`config.mk`:
```
export PLATFORM = sky130hd
export DESIGN_NAME = fpu_ss_wb_arbiter
export DESIGN_NICKNAME = d
export VERILOG_FILES = /design/src/rtl/fpu_ss_wb_arbiter.sv
export SDC_FILE = /design/constraint.sdc
export NUM_CORES = 1
export LEC_CHECK = 0
export ABC_AREA = 1
export CORE_MARGIN = 2
export CORE_UTILIZATION = 43
export DETAILED_ROUTE_END_ITERATION = 7
export PLACE_DENSITY = 0.8
export SLEW_MARGIN = 10
export SYNTH_ARGS = -nofsm -noshare
export SYNTH_HDL_FRONTEND = slang
export SYNTH_SLANG_ARGS = --single-unit
export TNS_END_PERCENT = 20
```
`constraint.sdc`:
```
create_clock -name clk_i -period 5.8 [get_ports clk_i]
set_clock_uncertainty 0.05 [all_clocks]
set_input_delay 1.16 -clock clk_i [delete_from_list [all_inputs] [get_ports clk_i]]
set_output_delay 1.16 -clock clk_i [all_outputs]
set_load 0.1 [all_outputs]
```
`src/rtl/fpu_ss_wb_arbiter.sv`:
```
// Write-back arbiter for the FP subsystem: merges FPnew results and memory
// results onto the FP register-file write port and the X result interface.
module fpu_ss_wb_arbiter #(
  parameter int unsigned MEM_BUF_DEPTH = 2,
  parameter int unsigned STARVE_LIMIT  = 4,
  parameter int unsigned X_ID_WIDTH    = 4
) (
  input  logic                  clk_i,
  input  logic                  rst_i,
  // FPnew result side
  input  logic                  fpu_out_valid_i,
  output logic                  fpu_out_ready_o,
  input  logic [4:0]            fpu_out_rd_i,
  input  logic                  fpu_out_rd_is_fp_i,
  input  logic [X_ID_WIDTH-1:0] fpu_out_id_i,
  input  logic [31:0]           fpu_out_data_i,
  // memory result side (no back-pressure)
  input  logic                  mem_res_valid_i,
  input  logic                  mem_res_we_i,
  input  logic [4:0]            mem_res_rd_i,
  input  logic [X_ID_WIDTH-1:0] mem_res_id_i,
  input  logic [31:0]           mem_res_data_i,
  // FP register-file write port
  output logic                  fpr_we_o,
  output logic [4:0]            fpr_waddr_o,
  output logic [31:0]           fpr_wdata_o,
  // X result interface
  output logic                  x_result_valid_o,
  input  logic                  x_result_ready_i,
  output logic [X_ID_WIDTH-1:0] x_result_id_o,
  output logic [31:0]           x_result_data_o,
  output logic                  x_result_src_mem_o,
  // status
  output logic                  mem_buf_full_o,
  output logic                  mem_buf_empty_o,
  output logic                  mem_overflow_o
);

  // Handshake: a result moves when x_result_valid_o & x_result_ready_i;
  // the FPnew side sees that moment as fpu_out_ready_o.

  localparam int unsigned PTR_W = (MEM_BUF_DEPTH > 1) ? $clog2(MEM_BUF_DEPTH) : 1;
  localparam int unsigned CNT_W = $clog2(MEM_BUF_DEPTH + 1);
  localparam int unsigned STV_W = $clog2(STARVE_LIMIT + 1);
  localparam logic [CNT_W-1:0] DEPTH_C = CNT_W'(MEM_BUF_DEPTH);
  localparam logic [STV_W-1:0] LIMIT_C = STV_W'(STARVE_LIMIT);

  typedef struct packed {
    logic                  we;
    logic [4:0]            rd;
    logic [X_ID_WIDTH-1:0] id;
    logic [31:0]           data;
  } mem_entry_t;

  mem_entry_t             buf_q [MEM_BUF_DEPTH];
  logic [PTR_W-1:0]       wr_ptr_q, wr_ptr_d;
  logic [PTR_W-1:0]       rd_ptr_q, rd_ptr_d;
  logic [CNT_W-1:0]       count_q, count_d;
  logic [STV_W-1:0]       starve_q, starve_d;
  logic                   overflow_q, overflow_d;

  mem_entry_t             head;
  mem_entry_t             push_entry;
  logic                   buf_empty;
  logic                   buf_full;
  logic                   starved;
  logic                   fpu_sel;
  logic                   mem_sel;
  logic                   xfer;
  logic                   fpu_xfer;
  logic                   push;
  logic                   pop;

  // ---------------------------------------------------------------------------
  // FIFO status and head
  // ---------------------------------------------------------------------------
  assign buf_empty  = (count_q == '0);
  assign buf_full   = (count_q == DEPTH_C);
  assign head       = buf_q[rd_ptr_q];

  always_comb begin
    push_entry      = '0;
    push_entry.we   = mem_res_we_i;
    push_entry.rd   = mem_res_rd_i;
    push_entry.id   = mem_res_id_i;
    push_entry.data = mem_res_data_i;
  end

  // ---------------------------------------------------------------------------
  // Arbitration: memory by default, FPnew when the FIFO is empty or starved
  // ---------------------------------------------------------------------------
  assign starved  = (starve_q == LIMIT_C);
  assign fpu_sel  = fpu_out_valid_i & (buf_empty | starved);
  assign mem_sel  = ~buf_empty & ~fpu_sel;
  assign xfer     = (fpu_sel | mem_sel) & x_result_ready_i;
  assign fpu_xfer = fpu_sel & x_result_ready_i;
  assign pop      = mem_sel & x_result_ready_i;
  // A push into a full FIFO survives only if the head leaves this cycle.
  assign push     = mem_res_valid_i & (~buf_full | pop);

  always_comb begin
    fpu_out_ready_o    = fpu_xfer;
    x_result_valid_o   = fpu_sel | mem_sel;
    x_result_src_mem_o = mem_sel;
    fpr_we_o           = 1'b0;
    fpr_waddr_o        = '0;
    fpr_wdata_o        = '0;
    x_result_id_o      = '0;
    x_result_data_o    = '0;
    if (mem_sel) begin
      fpr_we_o        = xfer & head.we;
      fpr_waddr_o     = head.rd;
      fpr_wdata_o     = head.data;
      x_result_id_o   = head.id;
      x_result_data_o = head.data;
    end else if (fpu_sel) begin
      fpr_we_o        = xfer & fpu_out_rd_is_fp_i;
      fpr_waddr_o     = fpu_out_rd_i;
      fpr_wdata_o     = fpu_out_data_i;
      x_result_id_o   = fpu_out_id_i;
      x_result_data_o = fpu_out_data_i;
    end
  end

  assign mem_buf_full_o  = buf_full;
  assign mem_buf_empty_o = buf_empty;
  assign mem_overflow_o  = overflow_q;

  // ---------------------------------------------------------------------------
  // Next-state logic
  // ---------------------------------------------------------------------------
  always_comb begin
    wr_ptr_d   = wr_ptr_q;
    rd_ptr_d   = rd_ptr_q;
    count_d    = count_q;
    overflow_d = overflow_q;
    if (push) wr_ptr_d = wr_ptr_q + PTR_W'(1);
    if (pop)  rd_ptr_d = rd_ptr_q + PTR_W'(1);
    case ({push, pop})
      2'b10:   count_d = count_q + CNT_W'(1);
      2'b01:   count_d = count_q - CNT_W'(1);
      default: count_d = count_q;
    endcase
    if (mem_res_valid_i & buf_full & ~pop) overflow_d = 1'b1;
  end

  // Counts cycles FPnew waits behind buffered memory results.
  always_comb begin
    starve_d = starve_q;
    if (!fpu_out_valid_i || fpu_xfer) begin
      starve_d = '0;
    end else if (!buf_empty && !starved) begin
      starve_d = starve_q + STV_W'(1);
    end
  end

  // ---------------------------------------------------------------------------
  // State registers
  // ---------------------------------------------------------------------------
  always_ff @(posedge clk_i) begin
    if (rst_i) begin
      wr_ptr_q   <= '0;
      rd_ptr_q   <= '0;
      count_q    <= '0;
      starve_q   <= '0;
      overflow_q <= 1'b0;
    end else begin
      wr_ptr_q   <= wr_ptr_d;
      rd_ptr_q   <= rd_ptr_d;
      count_q    <= count_d;
      starve_q   <= starve_d;
      overflow_q <= overflow_d;
    end
  end

  // Payload storage needs no reset; occupancy is tracked by count_q.
  always_ff @(posedge clk_i) begin
    if (push && !rst_i) begin
      buf_q[wr_ptr_q] <= push_entry;
    end
  end

endmodule

```
==> results of run 1 <==
-- layer usage --
metal	vias up	wire length, um	share of wire	track usage
li1	1404	-	-	-
met1	1269	3300	0.40	0.176
met2	123	4360	0.52	0.300
met3	10	549	0.066	0.0356
met4	0	119	0.014	0.0667
met5	-	0	0	0
-- worst min-delay path: stages, from the launching register on --
cell	delay, ps
dfxtp_1	330
nand2_1	70
a21oi_1	50
-- power groups by stage --
stage / Clock (mW) / Combinational (mW) / Sequential, mW
2_1_floorplan: 0 / 1.41 / 0.808
3_3_place_gp: 0 / 1.64 / 0.814
3_5_place_dp: 0 / 1.65 / 0.817
4_1_cts: 0.468 / 1.65 / 0.801
5_1_grt: 0.493 / 1.69 / 0.806
6_report: 0.452 / 1.64 / 0.800
-- final timing paths --
kind	from	endpoint	slack [ps]	cells after the start
max reg2reg	starve_q[0]	buf_q[0][40]	3020	9
min reg2reg	starve_q[1]	starve_q[1]	440	2
max	x_result_ready_i	fpu_out_ready_o	1560	4
min	starve_q[1]	starve_q[1]	440	2
-- cell usage in the layout (no fill, tap or decap), drive strengths merged --
master,count
a21oi,7
a31oi,1
buf,79
bufinv,2
clkbuf,9
clkdlybuf4s50,94
clkinv,4
clkinvlp,1
dfxtp,9
edfxtp,84
ha,2
inv,13
mux2i,42
nand2,55
nand3,7
nor2,11
nor3,1
o211ai,1
o21a,2
o21ai,44
or2,1
-- state kept, by name, summed over array words and instances (netlist names), named ones only --
signal,flops
starve_q,3
rd_ptr_q,1
mem_overflow_o,1
buf_q,84
wr_ptr_q,1
count_q,2
-- cell families after synthesis --
kind of cell	Yosys count	share of synthesized area
adder cells (fa/ha/maj)	2	0.00605
buffers and inverters	58	0.0913
flip-flops	93	0.653
AO/OA/AOI/OAI	55	0.0723
AND/OR/NAND/NOR	75	0.0753
multiplexers	42	0.102
-- metrics by stage --
step           hold WS (ps)  area (um^2)  cells  total power [mW]  utilization
2_1_floorplan           403         4140    325              2.22            -
3_3_place_gp            401         5520    582              2.45        0.594
3_5_place_dp            426         5520    582              2.46        0.594
4_1_cts                 443         5730    598              2.92        0.617
5_1_grt                 484         5730    598              2.99        0.617
6_report                438         5730    598              2.89        0.617
-- cell type report --
cell class / count / area, um^2 / share of cell area
Clock inverter: 7 / 90.1 / 0.0157
Clock buffer: 9 / 124 / 0.0216
Sequential cell: 93 / 2700 / 0.472
Inverter: 13 / 48.8 / 0.00852
Tap cell: 129 / 161 / 0.0282
Multi-Input combinational cell: 174 / 1070 / 0.186
Timing Repair Buffer: 173 / 1530 / 0.268
==> flow_summary.ini, run 1 <==
[yosys]
ys_top_cells_by_area = edfxtp_1 (61%), mux2i_1 (10%), buf_4 (5.8%), nand2_1 (4.7%), dfxtp_1 (4.4%)
synth_top_area_cell = edfxtp_1
synth_enable_flop_cells = 84
synth_nets = 416
synth_area_per_cell_um2 = 12.7
yosysMostFrequentCell = edfxtp_1
synth_async_sr_flop_share = 0
netlist_area_um2 = 4140
ys_seq_elements = 93
ys_top_cells_by_count = edfxtp_1 (84), nand2_1 (52), mux2i_1 (42), buf_4 (32), o21ai_0 (26)
ys.flop_type = edfxtp_1
yosysSeqAreaShare = 0.653
syn_inst = 325
yosys_warnings = 0
synth_cell_types = 27
netlist.area_leader.share = 0.610

[floorplanning]
ios = 169
initial_core_util = 0.446
die_y_um = 102
die_x_um = 102
rows = 35
coreArea_um2 = 9280
die-area_um2 = 10400

[finish]
fillers = 757
nets = 555
drive_gt1_frac = 0.228
area.growth.synth_to_final_pct = 38.5
diodes = 0

[worst_hold_path]
worstHoldPathType = flip-flop to flip-flop

[setup_path]
crit_required_ps = 4590
start_kind = primary input
path_delay_family = buffers and inverters
crit_type = primary input to output pin
critical_path.cell_chain = clkdlybuf4s50_1, inv_1, nor2_1, clkdlybuf4s50_1
slowest_delay_ps = 1150
crit_slowest_cell = clkdlybuf4s50_1
crit_top_cell = clkdlybuf4s50_1
crit_buf_inv = 3
critPathMaxFanout = 3
critPathCaptureType = output pin
worstPathArrival_ps = 3030

[grt]
grt_pass1_wl_mm = 12.7
grt-ovfl-total = 0
grt_pass1_vias = 2721
grt_start_max_net_pins = 44
grt_usage = 0.161
antenna_found_initial = 0

[placement]
dp_hpwl_mm = 6.01
io_buffer_count = 168
place_worst_setup_slack_ps = 1550
place_congestion = 0.812

[power]
ir_drop_uv = 362
switching_share = 0.540
p_sw_mw = 1.56
powerDensity_nw_per_um2 = 504
clockPowerShare = 0.156
power_leakage_nw = 2.12
p_int_mw = 1.33
p_comb_frac = 0.567
pwr-share-seq = 0.277

[detailed_routing]
drtAntennaViolNets = 0
vias = 2806
first_pass_iters = 7
routed_wl_mm = 8.33
wire_per_inst_um = 13.9
vias_per_cell = 4.69
post-route-drc-count = 0
drt_iter0_drc = 63

[timing]
tns_ps = 0
worstMarginPinSlew_ps = 970
max_clock_freq_mhz = 236
relSlewSlack = 0.351
hold_viol_final = 0
setup_viol = 0
rsz0062_at_grt = false
setup_slack_ps = 1560
min_period_over_period = 0.731
fin_crit_ps = 4240
drv_slew = 0

[clock_network]
clock_latency_ps = 340
postCtsHoldBufs = 0
ctsRootBufferMaster = clkbuf_8
clkTransAtPathRegs_ps = 90
numCtsBuffers = 9
cts.sinks = 93
clockBufferDepth = 2
cts_setup_buffers = 0
ctsResizeCount = 0
cts_tree = built
cts_max_level = 3

[flow_run]
drv_cap = 0

[status]
outcome = complete, no violations
(Power assumes the default switching activity.)
==> run 2, diff against run 1 <==
- clock period: 5.8 -> 4.4 ns (I/O delays scaled with it)
==> flow_summary.ini, run 2 (synthesis results as in run 1) <==
[finish]
layout_common_cells = clkdlybuf4s50_1 (91), edfxtp_1 (84), nand2_1 (52)
nets = 558
final_area_um2 = 6200
largest_reg_flops = 84
final_common_cell = clkdlybuf4s50_1
diodes = 0
area.growth.synth_to_final_pct = 50.0
fillers = 684
drive_gt1_frac = 0.242
regMostFlops = buf_q
top_regs = buf_q: 84 flops, starve_q: 3 flops, count_q: 2 flops

[clock_network]
cts_tree = built
ctsResizeCount = 0
clkTransAtPathRegs_ps = 80
clockBufferDepth = 2
numCtsBuffers = 9
cts.sinks = 93
clock_latency_ps = 330
cts_max_level = 3
ctsRootBufferMaster = clkbuf_8
cts_setup_buffers = 0
postCtsHoldBufs = 0

[timing]
fin_crit_ps = 3620
hold_viol_final = 0
min_period_over_period = 0.823
max_clock_freq_mhz = 276
rsz0062_at_grt = false
relSlewSlack = 0.344
drv_slew = 0
worstMarginPinSlew_ps = 981
setup_viol = 0

[grt]
antenna_found_initial = 0
grt_pass1_wl_mm = 14.0
grt_start_max_net_pins = 43
grt_pass1_vias = 2937
grt_usage = 0.176
grt-ovfl-total = 0

[floorplanning]
rows = 35
die_y_um = 102
die_x_um = 102
initial_core_util = 0.446
die-area_um2 = 10400
ios = 169
coreArea_um2 = 9280

[detailed_routing]
wire_per_inst_um = 15.2
vias = 2885
post-route-drc-count = 0
vias_per_cell = 4.80
drt_iter0_drc = 111
routed_wl_mm = 9.11
first_pass_iters = 4
drtAntennaViolNets = 0

[setup_path]
worstPathArrival_ps = 2690
path_depth = 6
rr_worst_depth = 8
critPathCapture = x_result_data_o[5]
crit_start = fpu_out_valid_i
crit_type = primary input to output pin
critical_path.cell_chain = clkdlybuf4s50_1, nand2_1, inv_2, nand2_1, o21ai_0, buf_12
crit_slowest_cell = inv_2
slowest_delay_ps = 530
path_delay_family = buffers and inverters
critPathCaptureType = output pin
crit_top_cell = nand2_1
r2r_slack_ps = 2110
r2r_end = buf_q[0][40]
crit_required_ps = 3470
critPathMaxFanout = 42
crit_buf_inv = 3
r2r-start = starve_q[0]
start_kind = primary input

[power]
power_leakage_nw = 2.28
switching_share = 0.518
powerDensity_nw_per_um2 = 663
pwr-share-seq = 0.255
p_sw_mw = 2.13
finalPower_mw = 4.11
clockPowerShare = 0.148
p_int_mw = 1.98
p_comb_frac = 0.596
ir_drop_uv = 447

[worst_hold_path]
worstHoldPathType = flip-flop to flip-flop
hold_depth = 2
hold_start = mem_overflow_o

[status]
outcome = complete, no violations

[placement]
place_congestion = 0.758
placed_cell_area_um2 = 5980
dp_hpwl_mm = 6.88
io_buffer_count = 168

[flow_run]
drv_cap = 0
[run 2: final cells by class]
| cell class | instances | area (um^2) | area share |
|---|---|---|---|
| clock buffer | 9 | 124 | 0.0200 |
| sequential | 93 | 2700 | 0.436 |
| tap | 129 | 161 | 0.0260 |
| inverter | 13 | 48.8 | 0.00787 |
| timing repair buffer | 176 | 2000 | 0.322 |
| clock inverter | 7 | 97.6 | 0.0157 |
| multi-input combinational | 174 | 1070 | 0.172 |
[run 2: power by group through the flow]
stage	registers (mW)	clock network, mW	logic, mW
after detailed placement	1.07	0	2.46
final	1.05	0.611	2.45
after global routing	1.06	0.672	2.53
after CTS	1.05	0.633	2.47
after floorplan	1.06	0	1.86
after global placement	1.07	0	2.44
[run 2: routing by layer]
layer,share of wire,GRT usage,vias up
met5,0,0,-
met4,0.012,0.0564,0
met3,0.062,0.0369,10
met2,0.55,0.340,102
met1,0.38,0.191,1364
li1,-,-,1409
[run 2: worst min-delay path by stage]
stage / slack [ps] / end
2_1_floorplan: 400 / wr_ptr_q
3_3_place_gp: 410 / mem_overflow_o
3_5_place_dp: 410 / mem_overflow_o
4_1_cts: 440 / mem_overflow_o
5_1_grt: 460 / mem_overflow_o
6_report: 440 / mem_overflow_o
[run 2: stage by stage]
stage	worst slack (ps)	std cells	hold WS (ps)	utilization	setup TNS, ps
final	780	601	438	0.668	0
after global routing	600	601	462	0.668	0
after CTS	770	601	443	0.668	0
after detailed placement	772	585	408	0.644	0
after global placement	803	585	405	0.644	0
after floorplan	-573	325	403	-	-22630
[run 2: worst min-delay path: stages, from the launching register on]
cell     delay (ps)
dfxtp_1         340
a31oi_1          40
nor2_1           70
==> run 3, diff against run 2 <==
- clock period: 4.4 -> 3.64 ns (I/O delays scaled with it)
==> flow_summary.ini, run 3 (synthesis results as in run 1) <==
[clock_network]
cts_setup_buffers = 0
cts.sinks = 93
clkTransAtPathRegs_ps = 90
postCtsHoldBufs = 0
ctsRootBufferMaster = clkbuf_8
cts_max_level = 3
ctsResizeCount = 0
numCtsBuffers = 9
cts_tree = built
clock_latency_ps = 350
clockBufferDepth = 2

[finish]
drive_gt1_frac = 0.260
largest_reg_flops = 84
top_regs = buf_q: 84 flops, starve_q: 3 flops, count_q: 2 flops
multiInputGateArea_um2 = 1110
layout_common_cells = clkdlybuf4s50_1 (89), edfxtp_1 (84), buf_12 (79)
utilization = 0.725
fillers = 618
nets = 556
regMostFlops = buf_q
final_area_um2 = 6730
diodes = 0
final_common_cell = clkdlybuf4s50_1
area.growth.synth_to_final_pct = 62.7
regArea_um2 = 2700

[floorplanning]
die-area_um2 = 10400
die_y_um = 102
ios = 169
rows = 35
initial_core_util = 0.446
die_x_um = 102
coreArea_um2 = 9280

[placement]
place_worst_setup_slack_ps = 478
placed_cell_area_um2 = 6520
place_congestion = 0.781
dp_hpwl_mm = 7.01
io_buffer_count = 168

[power]
ir_drop_uv = 554
p_comb_frac = 0.635
p_int_mw = 2.64
pwr-share-seq = 0.241
p_sw_mw = 2.65
powerDensity_nw_per_um2 = 787
clockPowerShare = 0.124
power_leakage_nw = 2.44
switching_share = 0.501

[timing]
relSlewSlack = 0.354
hold_slack_ps = 438
setup_viol = 0
min_period_over_period = 0.864
max_clock_freq_mhz = 318
drv_slew = 0
fin_crit_ps = 3150
hold_viol_final = 0
worstMarginPinSlew_ps = 966
setup_slack_ps = 495
rsz0062_at_grt = false

[detailed_routing]
wire_per_inst_um = 15.5
post-route-drc-count = 0
vias_per_cell = 4.83
vias = 2892
drtAntennaViolNets = 0
first_pass_iters = 4
routed_wl_mm = 9.31
drt_iter0_drc = 44

[grt]
grt_pass1_wl_mm = 14.6
antenna_found_initial = 0
grt_start_max_net_pins = 44
grt_pass1_vias = 3048
grt_usage = 0.186
grt-ovfl-total = 0

[worst_hold_path]
worstHoldPathType = flip-flop to flip-flop

[setup_path]
start_kind = primary input
critPathCaptureType = output pin
critPathMaxFanout = 26
crit_required_ps = 2860
worstPathArrival_ps = 2370
crit_type = primary input to output pin

[flow_run]
drv_cap = 0

[status]
outcome = complete, no violations
-- run 3: cell types whose count changed in the layout (fill, tap and decap cells not counted) --
cell,previous run,this run
o21ai_1,21,26
inv_6,2,0
clkinv_2,1,2
clkdlybuf4s50_1,91,89
clkinv_4,0,1
buf_12,36,79
clkbuf_1,0,1
nor3_4,0,1
buf_4,49,6
o21ai_2,1,10
nor3_2,1,0
o21ai_0,21,7
bufinv_16,2,1
-- run 3: worst paths after layout --
kind | startpoint | end | slack [ps] | cells after the start
hold / removal | mem_overflow_o | mem_overflow_o | 440 | 2
setup / recovery | fpu_out_valid_i | x_result_data_o[0] | 490 | 7
hold reg to reg | mem_overflow_o | mem_overflow_o | 440 | 2
setup reg to reg | starve_q[0] | buf_q[0][7] | 1430 | 8
-- run 3: worst max-delay path: stages --
cell	delay, ps
clkdlybuf4s50_1	470
nand2_1	80
inv_2	270
buf_12	210
nand2_1	70
o21ai_1	270
buf_12	240
-- run 3: power groups by stage --
stage	Clock, mW	Sequential, mW	Combinational, mW
5_1_grt	0.716	1.28	3.46
3_3_place_gp	0	1.30	3.34
3_5_place_dp	0	1.30	3.37
6_report	0.659	1.27	3.36
4_1_cts	0.670	1.28	3.38
2_1_floorplan	0	1.29	2.27
-- run 3: area by class of cell --
type                    count  area share
clock buffers              10      0.0190
well taps                 129      0.0240
flip-flops and latches     93       0.402
clock inverters             6     0.00948
inverters                  13     0.00725
repair buffers            174       0.374
multi-input cells         174       0.165
-- run 3: per-stage QoR --
step                setup TNS (ps)  cells  power (mW)
finish                           0    599        5.30
CTS                              0    598        5.32
global route                     0    599        5.45
floorplan                   -12860    325        3.56
global placement                 0    582        4.64
detailed placement               0    582        4.67
-- run 3: metal layers --
layer / vias to the layer above / track usage / wire length, um
li1: 1408 / - / -
met1: 1362 / 0.209 / 3450
met2: 112 / 0.344 / 5070
met3: 10 / 0.0438 / 663
met4: 0 / 0.0656 / 121
met5: - / 0 / 0
